### config.mk
export PLATFORM = sky130hd
export DESIGN_NAME = pmu_voltage_sequencer_flat
export DESIGN_NICKNAME = d
export VERILOG_FILES = /design/src/rtl/pmu_voltage_sequencer_if.sv /design/src/rtl/pmu_voltage_sequencer.sv /design/src/flat_wrapper.sv
export SDC_FILE = /design/constraint.sdc
export NUM_CORES = 1
export LEC_CHECK = 0
export CAP_MARGIN = 20
export CORE_AREA = 2 2 96 98
export DETAILED_ROUTE_END_ITERATION = 7
export DIE_AREA = 0 0 98 100
export GPL_TIMING_DRIVEN = 0
export PLACE_DENSITY = 0.64
export SLEW_MARGIN = 10
export SYNTH_ARGS = -nofsm -noshare
export SYNTH_HDL_FRONTEND = slang
export SYNTH_SLANG_ARGS = --single-unit
### constraint.sdc
create_clock -name clk -period 13.3 [get_ports clk]
set_input_delay 1.33 -clock clk [delete_from_list [all_inputs] [get_ports clk]]
set_output_delay 1.33 -clock clk [all_outputs]
set_load 0.01 [all_outputs]
### src/rtl/pmu_voltage_sequencer_if.sv
// ============================================================================
// Module      : pmu_voltage_sequencer_if
// Description : DVFS <-> PMU voltage handshake and status bundle.
// Revision    : 1.0 - initial release
// ============================================================================
`default_nettype none

interface pmu_voltage_sequencer_if;
    logic        voltage_request;
    logic [7:0]  voltage_target;
    logic        clr_err;
    logic        voltage_stable;
    logic [7:0]  vout_code;
    logic        ramp_active;
    logic        ramp_dir_up;
    logic        err_clamped;
    logic [15:0] transaction_count;

    // DVFS controller side
    modport master (
        output voltage_request, voltage_target, clr_err,
        input  voltage_stable, vout_code, ramp_active, ramp_dir_up,
               err_clamped, transaction_count
    );

    // PMU sequencer side
    modport slave (
        input  voltage_request, voltage_target, clr_err,
        output voltage_stable, vout_code, ramp_active, ramp_dir_up,
               err_clamped, transaction_count
    );
endinterface

`default_nettype wire

### src/rtl/pmu_voltage_sequencer.sv
// ============================================================================
// Module      : pmu_voltage_sequencer
// Description : Slews the regulator trim code toward a DVFS target, settles,
//               then reports voltage_stable. Optional: PMU_POWER_GOOD_EN.
// Revision    : 1.0 - initial release
// ============================================================================
`default_nettype none

module pmu_voltage_sequencer #(
    parameter int unsigned STEP_SIZE     = 2,
    parameter int unsigned STEP_CYCLES   = 100,
    parameter int unsigned SETTLE_CYCLES = 200,
    parameter int unsigned VMIN_CODE     = 40,
    parameter int unsigned VMAX_CODE     = 110,
    parameter int unsigned RESET_CODE    = 100
`ifdef PMU_POWER_GOOD_EN
    ,
    parameter int unsigned PGOOD_MIN_CODE = 55
`endif
) (
    input  wire logic                   clk,
    input  wire logic                   rst_n,
    pmu_voltage_sequencer_if.slave      bus
`ifdef PMU_POWER_GOOD_EN
    ,
    output logic                        power_good
`endif
);

    typedef enum logic [1:0] {
        ST_IDLE   = 2'd0,
        ST_RAMP   = 2'd1,
        ST_SETTLE = 2'd2,
        ST_STABLE = 2'd3
    } state_t;

    localparam int unsigned STEP_W   = (STEP_CYCLES   > 1) ? $clog2(STEP_CYCLES)   : 1;
    localparam int unsigned SETTLE_W = (SETTLE_CYCLES > 1) ? $clog2(SETTLE_CYCLES) : 1;

    localparam logic [STEP_W-1:0]   C_STEP_LAST   = STEP_W'(STEP_CYCLES - 1);
    localparam logic [SETTLE_W-1:0] C_SETTLE_LAST = SETTLE_W'(SETTLE_CYCLES - 1);
    localparam logic [7:0]          C_VMIN        = 8'(VMIN_CODE);
    localparam logic [7:0]          C_VMAX        = 8'(VMAX_CODE);
    localparam logic [7:0]          C_RESET       = 8'(RESET_CODE);
    localparam logic [8:0]          C_STEP        = 9'(STEP_SIZE);

    state_t              state_q, state_d;
    logic [7:0]          vout_q, vout_d;
    logic [STEP_W-1:0]   step_cnt_q, step_cnt_d;
    logic [SETTLE_W-1:0] settle_cnt_q, settle_cnt_d;
    logic                dir_up_q, dir_up_d;
    logic                stable_q;
    logic                ramp_active_q;
    logic                err_q;
    logic [15:0]         count_q;

    logic [7:0]          eff_target;
    logic                out_of_range;
    logic signed [8:0]   diff;
    logic [8:0]          mag;
    logic [7:0]          step_amt;
    logic [7:0]          vout_stepped;

    always_comb begin
        eff_target   = bus.voltage_target;
        out_of_range = 1'b0;
        if (bus.voltage_target < C_VMIN) begin
            eff_target   = C_VMIN;
            out_of_range = 1'b1;
        end else if (bus.voltage_target > C_VMAX) begin
            eff_target   = C_VMAX;
            out_of_range = 1'b1;
        end
    end

    // Step is limited to the remaining distance so the ramp lands exactly on target.
    assign diff         = signed'({1'b0, eff_target}) - signed'({1'b0, vout_q});
    assign mag          = diff[8] ? 9'(-diff) : 9'(diff);
    assign step_amt     = (mag > C_STEP) ? C_STEP[7:0] : mag[7:0];
    assign vout_stepped = diff[8] ? (vout_q - step_amt) : (vout_q + step_amt);

    always_comb begin
        state_d      = state_q;
        vout_d       = vout_q;
        step_cnt_d   = step_cnt_q;
        settle_cnt_d = settle_cnt_q;
        dir_up_d     = dir_up_q;

        if (!bus.voltage_request) begin
            state_d = ST_IDLE;
        end else begin
            unique case (state_q)
                ST_IDLE, ST_SETTLE, ST_STABLE: begin
                    if (eff_target != vout_q) begin
                        state_d    = ST_RAMP;
                        step_cnt_d = '0;
                        dir_up_d   = ~diff[8];
                    end else if (state_q == ST_IDLE) begin
                        state_d      = ST_SETTLE;
                        settle_cnt_d = '0;
                    end else if (state_q == ST_SETTLE) begin
                        if (settle_cnt_q == C_SETTLE_LAST) begin
                            state_d = ST_STABLE;
                        end else begin
                            settle_cnt_d = settle_cnt_q + 1'b1;
                        end
                    end
                end
                ST_RAMP: begin
                    if (eff_target == vout_q) begin
                        state_d      = ST_SETTLE;
                        settle_cnt_d = '0;
                    end else if (step_cnt_q == C_STEP_LAST) begin
                        // Final step goes straight to SETTLE so RAMP spans whole step periods only.
                        vout_d     = vout_stepped;
                        step_cnt_d = '0;
                        dir_up_d   = ~diff[8];
                        if (vout_stepped == eff_target) begin
                            state_d      = ST_SETTLE;
                            settle_cnt_d = '0;
                        end
                    end else begin
                        step_cnt_d = step_cnt_q + 1'b1;
                    end
                end
                default: state_d = ST_IDLE;
            endcase
        end
    end

    always_ff @(posedge clk or negedge rst_n) begin
        if (!rst_n) begin
            state_q       <= ST_IDLE;
            vout_q        <= C_RESET;
            step_cnt_q    <= '0;
            settle_cnt_q  <= '0;
            dir_up_q      <= 1'b0;
            stable_q      <= 1'b0;
            ramp_active_q <= 1'b0;
            err_q         <= 1'b0;
            count_q       <= '0;
        end else begin
            state_q       <= state_d;
            vout_q        <= vout_d;
            step_cnt_q    <= step_cnt_d;
            settle_cnt_q  <= settle_cnt_d;
            dir_up_q      <= dir_up_d;
            stable_q      <= (state_d == ST_STABLE);
            ramp_active_q <= (state_d == ST_RAMP) || (state_d == ST_SETTLE);
            if (bus.voltage_request && out_of_range) begin
                err_q <= 1'b1;
            end else if (bus.clr_err) begin
                err_q <= 1'b0;
            end
            if ((state_d == ST_STABLE) && (state_q != ST_STABLE)) begin
                count_q <= count_q + 16'd1;
            end
        end
    end

    assign bus.voltage_stable    = stable_q;
    assign bus.vout_code         = vout_q;
    assign bus.ramp_active       = ramp_active_q;
    assign bus.ramp_dir_up       = dir_up_q;
    assign bus.err_clamped       = err_q;
    assign bus.transaction_count = count_q;

`ifdef PMU_POWER_GOOD_EN
    localparam logic [7:0] C_PGOOD_MIN = 8'(PGOOD_MIN_CODE);

    logic pgood_q;

    always_ff @(posedge clk or negedge rst_n) begin
        if (!rst_n) begin
            pgood_q <= 1'b0;
        end else begin
            pgood_q <= (vout_d >= C_PGOOD_MIN) && (state_d != ST_RAMP);
        end
    end

    assign power_good = pgood_q;
`endif

endmodule

`default_nettype wire

### src/flat_wrapper.sv
// flat-port wrapper written by rule: the top's interface ports become plain ports
module pmu_voltage_sequencer_flat 
#(
    parameter int unsigned STEP_SIZE     = 2,
    parameter int unsigned STEP_CYCLES   = 100,
    parameter int unsigned SETTLE_CYCLES = 200,
    parameter int unsigned VMIN_CODE     = 40,
    parameter int unsigned VMAX_CODE     = 110,
    parameter int unsigned RESET_CODE    = 100

)
  (clk, rst_n, bus_voltage_request, bus_voltage_target, bus_clr_err, bus_voltage_stable, bus_vout_code, bus_ramp_active, bus_ramp_dir_up, bus_err_clamped, bus_transaction_count);
  pmu_voltage_sequencer_if bus_i ();
  input  wire logic clk;
  input  wire logic rst_n;
  input wire logic [$bits(bus_i.voltage_request)-1:0] bus_voltage_request;
  input wire logic [$bits(bus_i.voltage_target)-1:0] bus_voltage_target;
  input wire logic [$bits(bus_i.clr_err)-1:0] bus_clr_err;
  output wire logic [$bits(bus_i.voltage_stable)-1:0] bus_voltage_stable;
  output wire logic [$bits(bus_i.vout_code)-1:0] bus_vout_code;
  output wire logic [$bits(bus_i.ramp_active)-1:0] bus_ramp_active;
  output wire logic [$bits(bus_i.ramp_dir_up)-1:0] bus_ramp_dir_up;
  output wire logic [$bits(bus_i.err_clamped)-1:0] bus_err_clamped;
  output wire logic [$bits(bus_i.transaction_count)-1:0] bus_transaction_count;
  assign bus_i.voltage_request = bus_voltage_request;
  assign bus_i.voltage_target = bus_voltage_target;
  assign bus_i.clr_err = bus_clr_err;
  assign bus_voltage_stable = bus_i.voltage_stable;
  assign bus_vout_code = bus_i.vout_code;
  assign bus_ramp_active = bus_i.ramp_active;
  assign bus_ramp_dir_up = bus_i.ramp_dir_up;
  assign bus_err_clamped = bus_i.err_clamped;
  assign bus_transaction_count = bus_i.transaction_count;
  pmu_voltage_sequencer #(.STEP_SIZE(STEP_SIZE), .STEP_CYCLES(STEP_CYCLES), .SETTLE_CYCLES(SETTLE_CYCLES), .VMIN_CODE(VMIN_CODE), .VMAX_CODE(VMAX_CODE), .RESET_CODE(RESET_CODE)) u_core (.clk(clk), .rst_n(rst_n), .bus(bus_i));
endmodule
==> metrics.txt <==
# TYPE chip_impl_metric gauge
chip_impl_metric{name="tns",unit="ns"} 0
chip_impl_metric{name="synth_cell_types",unit=""} 66
chip_impl_metric{name="finalCritPeriodShare",unit="%"} 79.9
chip_impl_metric{name="cell_area_synth",unit="µm²"} 3450
chip_impl_metric{name="parity_gate_share_of_the_synthesized_area_counting_xor_and_xnor_cells",unit="%"} 7.07
chip_impl_info{name="synth_top_cells_by_area",value="dfrtp_1 (30%), ha_1 (7.6%), nand2_1 (4.4%), xnor2_1 (3.8%), a21oi_1 (3.6%)"} 1
chip_impl_metric{name="pin_count",unit=""} 40
chip_impl_metric{name="portion_of_netlist_area_occupied_by_mux_cells",unit="%"} 3.16
chip_impl_metric{name="rows",unit=""} 35
chip_impl_metric{name="cap_violations",unit=""} 0
chip_impl_info{name="critical_path.endpoint_type",value="flip-flop"} 1
chip_impl_metric{name="max-slew-margin-rel",unit="%"} 47.3
chip_impl_metric{name="route.antenna.remaining_nets",unit=""} 0
chip_impl_metric{name="final-hold-violation-count",unit=""} 0
chip_impl_info{name="status",value="finished, final reports clean"} 1
chip_impl_metric{name="worst_slew_pin_slew",unit="ns"} 0.791
chip_impl_metric{name="layout.nets",unit=""} 484
chip_impl_metric{name="die_x",unit="µm"} 98
chip_impl_metric{name="power_leakage",unit="nW"} 1.71
chip_impl_metric{name="achievable-frequency",unit="MHz"} 94.1
chip_impl_metric{name="antenna_found_initial",unit=""} 0
chip_impl_metric{name="number_of_global_route_vias_before_repair",unit=""} 3019
chip_impl_info{name="crit_path_start_kind",value="input pin"} 1
chip_impl_metric{name="synthAdderAreaFrac",unit="%"} 8.78
chip_impl_metric{name="fin_skew",unit="ns"} 0.00362
chip_impl_metric{name="worst-endpoint-required",unit="ns"} 13.49
chip_impl_metric{name="setup_viol_count_final",unit=""} 0
chip_impl_metric{name="number_of_vias_after_detailed_routing",unit=""} 3063
chip_impl_info{name="rsz0062_at_grt",value="false"} 1
chip_impl_metric{name="worst_ir_drop_vdd",unit="mV"} 0.0447
chip_impl_metric{name="drt_drc_violations_left",unit=""} 0
chip_impl_info{name="min_from",value="u_core.bus.transaction_count[15]"} 1
chip_impl_metric{name="gr-total-overflow",unit=""} 0
chip_impl_info{name="worstHoldPathType",value="flip-flop to flip-flop"} 1
chip_impl_metric{name="largest_fanout_of_any_net_on_the_critical_path",unit=""} 7
chip_impl_metric{name="ratio_of_cells_with_drive_above_1_in_the_final_layout",unit="%"} 8.00
chip_impl_metric{name="global_route_usage_sum",unit="%"} 17.4
chip_impl_info{name="critPathMostFrequentCell",value="ha_1"} 1
chip_impl_metric{name="worst_hold_path.num_cells",unit=""} 1
chip_impl_metric{name="power_density_over_cell_area",unit="nW/µm²"} 97.8
chip_impl_metric{name="cts-hold-fix-buffers",unit=""} 0
chip_impl_metric{name="regToRegSetupSlack",unit="ns"} 5.01
chip_impl_metric{name="routedWlPerCell",unit="µm"} 14.5
chip_impl_metric{name="worst-r2r-cell-count",unit=""} 31
chip_impl_metric{name="io_buffers",unit=""} 39
chip_impl_metric{name="clk_path_buf_depth",unit=""} 2
chip_impl_metric{name="core-area",unit="µm²"} 8890
chip_impl_metric{name="number_of_synthesized_flops_with_an_enable_pin",unit=""} 0
chip_impl_metric{name="timing.critical_path.arrival",unit="ns"} 10.82
chip_impl_metric{name="clock-sinks",unit=""} 45
chip_impl_metric{name="wl_met2",unit="µm"} 3910
chip_impl_metric{name="pin_count_of_the_biggest_net_entering_global_routing",unit=""} 35
chip_impl_metric{name="cts_htree_levels",unit=""} 2
chip_impl_metric{name="cpPeakStageDelay",unit="ns"} 0.63
chip_impl_metric{name="synthesis.nets",unit=""} 437
chip_impl_metric{name="die_height",unit="µm"} 100
chip_impl_metric{name="design.die.area",unit="µm²"} 9800
chip_impl_metric{name="post-layout-total-power",unit="µW"} 400
chip_impl_metric{name="compound_gate_fraction_of_synth_area",unit="%"} 20.4
chip_impl_info{name="root_buffer",value="clkbuf_8"} 1
chip_impl_info{name="timing.setup.critical_path_class",value="input pin to flip-flop"} 1
chip_impl_info{name="crit_slowest_cell",value="or4b_2"} 1
chip_impl_metric{name="cts_inserted_buffers",unit=""} 5
chip_impl_metric{name="yosys.area.top_type_share",unit="%"} 30.5
chip_impl_metric{name="detail_route.vias_per_cell",unit=""} 5.46
chip_impl_metric{name="cts.repair.resized",unit=""} 0
chip_impl_metric{name="sequential_to_total_area_share_from_yosys_stat",unit="%"} 32.8
chip_impl_info{name="tritoncts",value="done"} 1
chip_impl_metric{name="post-cts-setup-buffer-count",unit=""} 0
chip_impl_info{name="netlist.top_cell.by_area",value="dfrtp_1"} 1
chip_impl_metric{name="drt_first_pass_iters",unit=""} 4
chip_impl_metric{name="period_minus_slack",unit="ns"} 10.63
chip_impl_metric{name="drc_marker_count_from_the_first_detailed_route_iteration",unit=""} 91
chip_impl_metric{name="detailed_place_hpwl",unit="µm"} 6330
chip_impl_info{name="rr_startpoint",value="u_core.bus.vout_code[0]"} 1
chip_impl_info{name="terminating_pin_of_the_worst_hold_path",value="u_core.bus.transaction_count[15]"} 1
chip_impl_metric{name="worst_skew_late_latency",unit="ns"} 0.30
chip_impl_metric{name="syn_inst",unit=""} 402
chip_impl_info{name="regToRegEndpoint",value="u_core.bus.transaction_count[12]"} 1
chip_impl_info{name="main_combinational_cell_family_by_area_after_synthesis",value="simple AND/OR/NAND/NOR gates"} 1
chip_impl_metric{name="asyncSetResetFlopFracSynth",unit="%"} 100
chip_impl_metric{name="num_antenna_cells",unit=""} 0
chip_impl_metric{name="route.layer.met1.wl",unit="µm"} 3820
chip_impl_metric{name="routed_wl",unit="µm"} 8110
chip_impl_metric{name="synth-warning-count",unit=""} 0
chip_impl_metric{name="avgSynthCellArea",unit="µm²"} 8.58
chip_impl_metric{name="met3RoutedLength",unit="µm"} 242
chip_impl_metric{name="initial_core_util",unit="%"} 38.8
chip_impl_metric{name="path_clk_slew",unit="ns"} 0.09
chip_impl_info{name="maxUsedRoutingLayer",value="met4"} 1
chip_impl_metric{name="post_synth_and_or_nand_nor_area_fraction",unit="%"} 24.2
chip_impl_info{name="synth_top_flop_cell",value="dfrtp_1"} 1
chip_impl_metric{name="timing_max_transition_violations_final",unit=""} 0
chip_impl_metric{name="area_delta_synth_final",unit="%"} 18.6
chip_impl_metric{name="synth.ff_latch_count",unit=""} 45
chip_impl_metric{name="gpl.final_weighted_congestion",unit=""} 0.904
chip_impl_metric{name="grt_pass1_wl",unit="µm"} 14100
cells in the mapped netlist, types with 2 or more instances:
library cell	instances
o21ai_1	2
and2_1	6
a211o_1	2
nor3b_1	2
dfstp_2	3
or3_1	4
nand2b_1	11
o211ai_1	2
or2_2	4
o221ai_1	2
a31oi_1	3
nand4_1	13
nand2_1	40
a21o_1	3
a21oi_1	25
clkbuf_1	6
nor2_1	32
inv_1	21
nor3_1	13
and3_1	4
dfrtp_1	42
a211oi_1	2
fa_1	2
xor2_1	11
ha_1	21
o31ai_1	2
inv_2	2
nand3_1	11
o21a_1	4
mux2i_1	3
nand3b_1	3
o21ai_0	25
mux2_2	7
o22ai_1	8
a22o_1	4
nor2b_1	11
xnor2_1	15
o31a_1	3
where the power goes:
part | internal (mW) | switching [mW] | leakage (nW)
registers | 0.142 | 0.00499 | 0.594
logic | 0.0713 | 0.0908 | 1.07
clock network | 0.0422 | 0.0488 | 0.0512
registers in the layout, summed over array words and instances (netlist names):
| signal | count |
|---|---|
| u_core.state_q | 2 |
| u_core.bus.ramp_dir_up | 1 |
| u_core.bus.err_clamped | 1 |
| u_core.settle_cnt_q | 8 |
| u_core.bus.vout_code | 8 |
| u_core.bus.voltage_stable | 1 |
| u_core.bus.ramp_active | 1 |
| u_core.bus.transaction_count | 16 |
| u_core.step_cnt_q | 7 |
how the worst max path moves through the flow:
stage,start,to,slack [ns]
floorplan,bus_voltage_target[7],u_core.bus.transaction_count[10],4.00
global placement,bus_voltage_target[5],u_core.bus.transaction_count[15],2.47
detailed placement,bus_voltage_target[4],u_core.bus.transaction_count[14],2.41
CTS,bus_voltage_target[5],u_core.bus.transaction_count[14],2.70
global route,bus_voltage_target[4],u_core.bus.transaction_count[13],2.03
finish,bus_voltage_target[5],u_core.bus.transaction_count[12],2.67
critical path, delay by kind of cell:
family | cells | cell delay, ns
adders and majority gates | 5 | 1.40
and+or+nand+nor | 18 | 4.32
buffers and inverters | 3 | 0.98
muxes | 3 | 1.02
xor gates and xnor gates | 2 | 0.26
AOI/OAI and AO/OA | 6 | 1.50
cells by family after synthesis:
family	after synthesis
and+or+nand+nor	163
xor gates and xnor gates	27
muxes	10
buffers and inverters	30
adders and majority gates	23
DFF	45
other	1
AOI/OAI and AO/OA	103
cells in the final DEF (no fill, tap or decap), types with 6 or more instances in the layout:
cell | netlist | final
xor2_1 | 11 | 11
xnor2_1 | 15 | 15
nor2_1 | 32 | 32
mux2_2 | 7 | 7
nand2b_1 | 11 | 11
nand2_1 | 40 | 40
o21ai_0 | 25 | 25
o22ai_1 | 8 | 8
clkbuf_1 | 6 | 6
dfrtp_1 | 42 | 42
and2_1 | 6 | 6
a21oi_1 | 25 | 25
nand4_1 | 13 | 13
ha_1 | 21 | 21
nor3_1 | 13 | 13
nand3_1 | 11 | 11
nor2b_1 | 11 | 11
clkbuf_8 | 0 | 6
clkdlybuf4s50_1 | 0 | 38
inv_1 | 21 | 21
metal layers:
metal | track usage (%) | vias up
li1 | - | 1549
met1 | 22.7 | 1442
met2 | 30.3 | 61
met3 | 2.58 | 11
met4 | 5.13 | 0
met5 | 0 | -
per-stage QoR:
stage	worst slack, ns	cell area [µm²]	util [%]	std cells	hold WS, ns
2_1_floorplan	4.00	3450	-	402	0.495
3_3_place_gp	2.47	3980	44.8	552	0.463
3_5_place_dp	2.41	3990	44.9	553	0.465
4_1_cts	2.70	4090	46.0	561	0.478
5_1_grt	2.03	4090	46.0	561	0.514
6_report	2.67	4090	46.0	561	0.474
final cells by class:
class | count | area [µm²]
Fill cell | 868 | 4800
Clock buffer | 6 | 82.6
Multi-Input combinational cell | 327 | 2200
Sequential cell | 45 | 1130
Clock inverter | 2 | 13.8
Inverter | 23 | 86.3
Buffer | 7 | 33.8
Tap cell | 111 | 139
Timing Repair Buffer | 40 | 405
No activity file was read; power rests on OpenSTA's default activity.
